`src/rtl/demux32_1x8_reg.sv`:
```
// Registered 1-to-8 distributor: one DATA_W word is routed by a 3-bit select into one of eight single-entry
// output registers, each with its own valid/ready handshake. Optional broadcast port under DEMUX32_BROADCAST_EN.
module demux32_1x8_reg #(
    parameter int DATA_W = 32,
    parameter int CNT_W  = 16
) (
`ifdef DEMUX32_BROADCAST_EN
    input  logic                  bcast_i,
`endif
    input  logic                  clk_i,
    input  logic                  rst_i,
    input  logic                  in_valid_i,
    output logic                  in_ready_o,
    input  logic [DATA_W-1:0]     in_data_i,
    input  logic [2:0]            sel_3bit_i,
    output logic [7:0]            out_valid_o,
    input  logic [7:0]            out_ready_i,
    output logic [8*DATA_W-1:0]   out_data_o,
    output logic                  busy_o,
    output logic [CNT_W-1:0]      xfer_cnt_o
);

    logic [7:0]        r_valid;
    logic [DATA_W-1:0] r_data [8];
    logic [CNT_W-1:0]  r_cnt;

    logic [7:0]        w_free;
    logic              w_bcast;
    logic              w_ready;
    logic              w_accept;
    logic [7:0]        w_load;

    // A channel can take a word if it is empty or is being drained on this same edge.
    assign w_free = ~r_valid | out_ready_i;

`ifdef DEMUX32_BROADCAST_EN
    assign w_bcast = in_valid_i & bcast_i;
`else
    assign w_bcast = 1'b0;
`endif

    always_comb begin
        w_ready = 1'b0;
        if (!rst_i) begin
            if (w_bcast) begin
                w_ready = &w_free;
            end else begin
                w_ready = w_free[sel_3bit_i];
            end
        end
    end

    assign w_accept = in_valid_i & w_ready;

    always_comb begin
        w_load = 8'h00;
        if (w_accept) begin
            if (w_bcast) begin
                w_load = 8'hFF;
            end else begin
                w_load[sel_3bit_i] = 1'b1;
            end
        end
    end

    for (genvar k = 0; k < 8; k++) begin : g_chan
        always_ff @(posedge clk_i or posedge rst_i) begin
            if (rst_i) begin
                r_valid[k] <= 1'b0;
                r_data[k]  <= '0;
            end else if (w_load[k]) begin
                r_valid[k] <= 1'b1;
                r_data[k]  <= in_data_i;
            end else if (out_ready_i[k]) begin
                r_valid[k] <= 1'b0;
            end
        end

        assign out_data_o[k*DATA_W +: DATA_W] = r_data[k];
    end

    always_ff @(posedge clk_i or posedge rst_i) begin
        if (rst_i) begin
            r_cnt <= '0;
        end else if (w_accept) begin
            r_cnt <= r_cnt + 1'b1;
        end
    end

    assign in_ready_o  = w_ready;
    assign out_valid_o = r_valid;
    assign busy_o      = |r_valid;
    assign xfer_cnt_o  = r_cnt;

endmodule
```
`config.mk`:
```
export PLATFORM = sky130hd
export DESIGN_NAME = demux32_1x8_reg
export DESIGN_NICKNAME = d
export VERILOG_FILES = /design/src/rtl/demux32_1x8_reg.sv
export SDC_FILE = /design/constraint.sdc
export NUM_CORES = 1
export LEC_CHECK = 0
export CAP_MARGIN = 40
export CORE_ASPECT_RATIO = 1.5
export CORE_MARGIN = 5
export CORE_UTILIZATION = 51
export CTS_CLUSTER_DIAMETER = 30
export DETAILED_ROUTE_END_ITERATION = 8
export PLACE_DENSITY = 0.88
export REMOVE_ABC_BUFFERS = 1
export SYNTH_ARGS = -nofsm -noshare
export SYNTH_HDL_FRONTEND = slang
export SYNTH_SLANG_ARGS = --single-unit
```
`constraint.sdc`:
```
create_clock -name clk_i -period 24.8 [get_ports clk_i]
set_clock_uncertainty 0.1 [all_clocks]
set_input_delay 4.96 -clock clk_i [delete_from_list [all_inputs] [get_ports clk_i]]
set_output_delay 4.96 -clock clk_i [all_outputs]
set_load 0.02 [all_outputs]
```
==> impl_metrics.env, run 1 <==
export IMPL_status="finished clean"
export IMPL_hold_violations=0
export IMPL_remaining_drc_errors=0
export IMPL_arrival_ns=7.46
export IMPL_ant_nets=0
export IMPL_synth_cells=667
export IMPL_routedWlPerCell_um=24.3
export IMPL_crit_fanout=15
export IMPL_ys_top_cells_by_area="dfrtp_1 64%, mux2_2 20%, mux2_4 6.4%"
export IMPL_dr_pass1_iters=4
export IMPL_layout_nets=1062
export IMPL_fmax_mhz=79.8
export IMPL_routed_wl_um=31900
export IMPL_hp_class="register to register"
export IMPL_die_area_mm2=0.0246
export IMPL_track_usage_pct=26.0
export IMPL_start_util_pct=52.0
export IMPL_dp_cells=1241
export IMPL_ctsResizeCount=0
export IMPL_finalMaxSlewViolations=0
export IMPL_io_buffers=327
export IMPL_power_w=0.00175
export IMPL_period_share_pct=50.5
export IMPL_setup_viol=0
export IMPL_pre_cts_slack_ns=12.33
export IMPL_synth_top_cell_by_area="dfrtp_1"
export IMPL_maxSlewHeadroom_pct=47.2
export IMPL_cts_buffer_depth=3
export IMPL_htree_num_levels=2
export IMPL_cp_required_ns=19.74
export IMPL_fin_area_mm2=0.0160
export IMPL_ys_warn_count=0
export IMPL_cts_buffers=40
export IMPL_syn2layout_area_growth_pct=46.2
export IMPL_grt_pass1_vias=8017
export IMPL_rsz0062_at_grt="false"
export IMPL_tightest_slew_ns=0.792
export IMPL_ys_ff_latch=280
export IMPL_vias=7178
export IMPL_cap_viol_max_count=0
export IMPL_core_mm2=0.0211
export IMPL_die_h_um=189
export IMPL_row_count=65
export IMPL_synthArstFlopShare_pct=100
export IMPL_post_dp_cell_area_mm2=0.0146
export IMPL_synth_avg_cell_area_um2=16.4
export IMPL_finalNonFillerCells=1314
export IMPL_power_density_mw_per_mm2=109
export IMPL_synth_cell_types=39
export IMPL_antenna_cells=0
export IMPL_vias_per_cell=5.46
export IMPL_synth_top_cell_area_share_pct=64.0
export IMPL_grt_max_degree=147
export IMPL_place_gp_congestion=0.862
export IMPL_clk_latency_ns=0.50
export IMPL_die_w_um=130
export IMPL_crit_type="primary input to primary output"
export IMPL_postCtsSetupBuffers=0
export IMPL_cts_clk_slew_worst_paths_ns=0.06
export IMPL_synth_edf_count=0
export IMPL_irDropWorstVdd_uv=86.9
export IMPL_num_io_pins=328
export IMPL_end_kind="primary output"
export IMPL_cts_root_buf="clkbuf_16"
export IMPL_cts_sinks=280
export IMPL_antenna_found_initial=0
export IMPL_synth_area_mm2=0.0109
export IMPL_min_period_ns=12.52
export IMPL_critPathLaunchType="primary input"
export IMPL_synth_seq_area_share_pct=64.0
export IMPL_setup_tns_ns=0
export IMPL_grt_overflow=0
export IMPL_setup_slack_ns=12.28
export IMPL_cts_tree="done"
export IMPL_drt_initial_drc_count=285
export IMPL_leakagePower_nw=7.15
export IMPL_drive_gt1_share_pct=32.1
export IMPL_ctsHoldBuffers=0
export IMPL_grt_pass1_wl_um=48800
export IMPL_dpl_hpwl_um=20600
export IMPL_synthFlopType="dfrtp_1"
worst paths after layout:
path	from	end	slack [ns]	cells past startpoint
min in group asynchronous	rst_i	out_data_o[13]$_DFFE_PP0P_	4.78	2
max in group asynchronous	rst_i	out_data_o[225]$_DFFE_PP0P_	18.23	4
worst max register to register	out_valid_o[3]$_DFFE_PP0P_	out_data_o[136]$_DFFE_PP0P_	21.98	7
worst min-delay path	xfer_cnt_o[15]$_DFFE_PP0P_	xfer_cnt_o[15]$_DFFE_PP0P_	0.37	1
worst min register to register	xfer_cnt_o[15]$_DFFE_PP0P_	xfer_cnt_o[15]$_DFFE_PP0P_	0.37	1
worst max-delay path	sel_3bit_i[1]	in_ready_o	12.28	6
metrics by stage:
step | hold WS, ns | util (%)
6_report | 0.369 | 75.9
5_1_grt | 0.375 | 75.9
4_1_cts | 0.370 | 75.9
3_5_place_dp | 0.359 | 69.1
3_3_place_gp | 0.356 | 68.6
2_1_floorplan | 0.478 | -
power breakdown:
part	total, W	switching (W)	internal, W	leakage, nW
clock network	0.000603	0.000209	0.000394	0.704
logic	0.000521	0.000255	0.000266	2.97
registers	0.000622	0.0000615	0.000561	3.48
cells in the final DEF (no fill, tap or decap), types with 6 or more instances in the layout:
master,n
nor4_1,10
mux2_1,11
clkbuf_16,42
dfrtp_1,280
mux2_2,199
xor2_1,12
bufinv_16,6
inv_1,8
clkbuf_8,6
nand2_1,12
clkbuf_1,7
nand3_1,6
clkdlybuf4s50_1,327
mux2_4,47
kinds of logic after synthesis:
logic type               after synthesis  share of synthesized area [%]
XOR/XNOR                              15                           1.20
AO/OA/AOI/OAI                          7                          0.606
multiplexers                         257                           28.1
AND/OR/NAND/NOR                       66                           3.94
buffers and inverters                 41                           2.07
flip-flops                           280                           64.0
adder cells (fa/ha/maj)                1                          0.114
cell type report:
cell class              count  area, um^2
clock buffers              55        1160
clock inverters            18         288
fillers                  1210        5070
inverters                  10        45.0
multi-input cells         346        3730
flip-flops and latches    280        7010
well taps                 268         335
repair buffers            337        3430
worst max-delay path, stage by stage:
cell	delay (ns)
clkdlybuf4s50_1	0.60
or4b_1	0.58
o2111a_1	0.19
a22oi_4	0.43
inv_2	0.13
clkdlybuf4s50_1	0.57
per-layer routing:
| layer | up-vias | global-route usage [%] | part of all wire (%) |
|---|---|---|---|
| li1 | 3064 | - | - |
| met1 | 3738 | 30.1 | 37 |
| met2 | 285 | 45.9 | 53 |
| met3 | 91 | 5.28 | 5.7 |
| met4 | 0 | 12.0 | 5.2 |
| met5 | - | 0 | 0 |
synth_stat cells, types with 2 or more instances:
| cell type | instances |
|---|---|
| nor4_1 | 10 |
| inv_1 | 9 |
| mux2_2 | 199 |
| buf_2 | 10 |
| and4_1 | 2 |
| nand2b_1 | 5 |
| nor2_1 | 3 |
| mux2_4 | 47 |
| nand2_1 | 12 |
| xnor2_1 | 3 |
| mux2_1 | 11 |
| nor3_1 | 5 |
| xor2_1 | 12 |
| a21o_1 | 2 |
| buf_6 | 8 |
| nand3_1 | 8 |
| dfrtp_1 | 280 |
| nor2b_1 | 3 |
| and3_1 | 5 |
| clkbuf_1 | 13 |
| nor3b_2 | 2 |
flip-flops by register name (all words and copies together) (netlist names):
name         flops
out_data_o     256
xfer_cnt_o      16
out_valid_o      8
Power figures use the tool's default switching activity.
==> inputs of run 2 (changes only) <==
CORE_UTILIZATION = 47   (was 51)
PLACE_DENSITY = 0.82   (was 0.88)
clock period = 11.85 ns   (was 24.8 ns; I/O delays follow)
==> run 2 against run 1 <==
  * Design area increased by 0.21%
  * Clock-buffer cell count shrank 3
  * Highest routed layer unchanged
  * Critical path type unchanged
  * Die area grew 7.9%
==> impl_metrics.env, run 2 (same netlist as run 1, synthesis figures left out) <==
export IMPL_status="finished clean"
export IMPL_antenna_cells=0
export IMPL_routed_wl_um=31400
export IMPL_vias_per_cell=5.32
export IMPL_fmax_mhz=135
export IMPL_ctsResizeCount=0
export IMPL_hold_violations=0
export IMPL_finalMaxSlewViolations=0
export IMPL_end_kind="primary output"
export IMPL_power_density_mw_per_mm2=227
export IMPL_tightest_slew_ns=0.857
export IMPL_die_area_mm2=0.0265
export IMPL_drt_initial_drc_count=226
export IMPL_setup_tns_ns=0
export IMPL_fin_area_mm2=0.0160
export IMPL_irDropWorstVdd_uv=181
export IMPL_arrival_ns=4.96
export IMPL_routedWlPerCell_um=23.5
export IMPL_track_usage_pct=23.8
export IMPL_hp_class="register to register"
export IMPL_drive_gt1_share_pct=32.9
export IMPL_worstHoldStart="xfer_cnt_o[15]$_DFFE_PP0P_"
export IMPL_maxSlewHeadroom_pct=42.8
export IMPL_grt_pass1_wl_um=47900
export IMPL_antenna_found_initial=0
export IMPL_cp_required_ns=9.38
export IMPL_cts_clk_slew_worst_paths_ns=0.05
export IMPL_regArea_mm2=0.00701
export IMPL_grt_max_degree=124
export IMPL_dr_pass1_iters=4
export IMPL_cap_viol_max_count=0
export IMPL_io_buffers=327
export IMPL_place_gp_congestion=0.799
export IMPL_min_period_ns=7.43
export IMPL_row_count=68
export IMPL_post_dp_cell_area_mm2=0.0146
export IMPL_layout_nets=1067
export IMPL_hold_slack_ns=0.359
export IMPL_grt_overflow=0
export IMPL_crit_type="primary input to primary output"
export IMPL_leakagePower_nw=7.16
export IMPL_rsz0062_at_grt="false"
export IMPL_remaining_drc_errors=0
export IMPL_syn2layout_area_growth_pct=46.5
export IMPL_critPathLaunchType="primary input"
export IMPL_vias=7088
export IMPL_setup_viol=0
export IMPL_worstReg2RegStart="out_valid_o[1]$_DFFE_PP0P_"
export IMPL_die_h_um=197
export IMPL_cts_buffer_depth=3
export IMPL_postCtsSetupBuffers=0
export IMPL_crit_fanout=15
export IMPL_cts_sinks=280
export IMPL_cts_root_buf="clkbuf_16"
export IMPL_largest_register_ffs=256
export IMPL_layout_common_cells="327 x clkdlybuf4s50_1, 280 x dfrtp_1, 199 x mux2_2"
export IMPL_cts_tree="done"
export IMPL_core_mm2=0.0230
export IMPL_htree_num_levels=2
export IMPL_die_w_um=135
export IMPL_pre_cts_slack_ns=4.48
export IMPL_ctsHoldBuffers=0
export IMPL_start_util_pct=47.6
export IMPL_layout_commonest_cell="clkdlybuf4s50_1"
export IMPL_clk_latency_ns=0.53
export IMPL_fillers=1533
export IMPL_setup_slack_ns=4.42
export IMPL_period_share_pct=62.7
export IMPL_multi_input_area_mm2=0.00373
export IMPL_dpl_hpwl_um=20800
export IMPL_grt_pass1_vias=7803
export IMPL_cts_buffers=42
export IMPL_num_io_pins=328
export IMPL_finalNonFillerCells=1332
export IMPL_startpoint="sel_3bit_i[0]"
export IMPL_dp_cells=1256
export IMPL_regToRegSetupSlack_ns=8.96
export IMPL_ant_nets=0
[run 2: cell count changes in the layout (fill, tap and decap cells not counted), sizes merged]
| cell | before | now |
|---|---|---|
| clkbuf | 55 | 52 |
| clkinv | 3 | 9 |
| clkinvlp | 2 | 7 |
| buf | 10 | 13 |
| bufinv | 6 | 4 |
| inv | 17 | 14 |
[run 2: where the power goes]
group	total (W)	switching [W]	internal (W)	leakage (nW)
registers	0.00130	0.000125	0.00117	3.48
logic	0.00108	0.000527	0.000557	2.98
clock network	0.00125	0.000448	0.000806	0.698
[run 2: final cells by class]
| cell class | count | share of cell area [%] |
|---|---|---|
| inverters | 10 | 0.281 |
| multi-input cells | 346 | 23.3 |
| flip-flops and latches | 280 | 43.7 |
| clock buffers | 52 | 7.44 |
| repair buffers | 340 | 21.5 |
| clock inverters | 24 | 1.65 |
| well taps | 280 | 2.19 |
[run 2: critical path, cell delays in order]
cell,delay [ns]
clkdlybuf4s50_1,0.62
or4b_1,0.61
o2111a_1,0.21
a22oi_4,0.44
inv_2,0.13
clkdlybuf4s50_1,0.58
[run 2: through the flow]
step                      util, %  total power (W)
after global placement       63.0          0.00237
after detailed placement     63.4          0.00240
after floorplan                 -          0.00181
after global routing         69.8          0.00378
final                        69.8          0.00364
after CTS                    69.8          0.00367
[run 2: final timing paths]
kind	endpoint	depth (start not counted)
max	in_ready_o	6
min	xfer_cnt_o[15]$_DFFE_PP0P_	1
max reg2reg	out_data_o[155]$_DFFE_PP0P_	7
min reg2reg	xfer_cnt_o[15]$_DFFE_PP0P_	1
max in group asynchronous	out_data_o[226]$_DFFE_PP0P_	4
min in group asynchronous	xfer_cnt_o[6]$_DFFE_PP0P_	2
[run 2: routing by layer]
layer / track usage, % / routed length [um] / part of all wire [%]
met1: 26.9 / 11300 / 36
met2: 41.0 / 16400 / 52
met3: 6.46 / 2070 / 6.6
met4: 12.6 / 1650 / 5.3
met5: 0 / 0 / 0
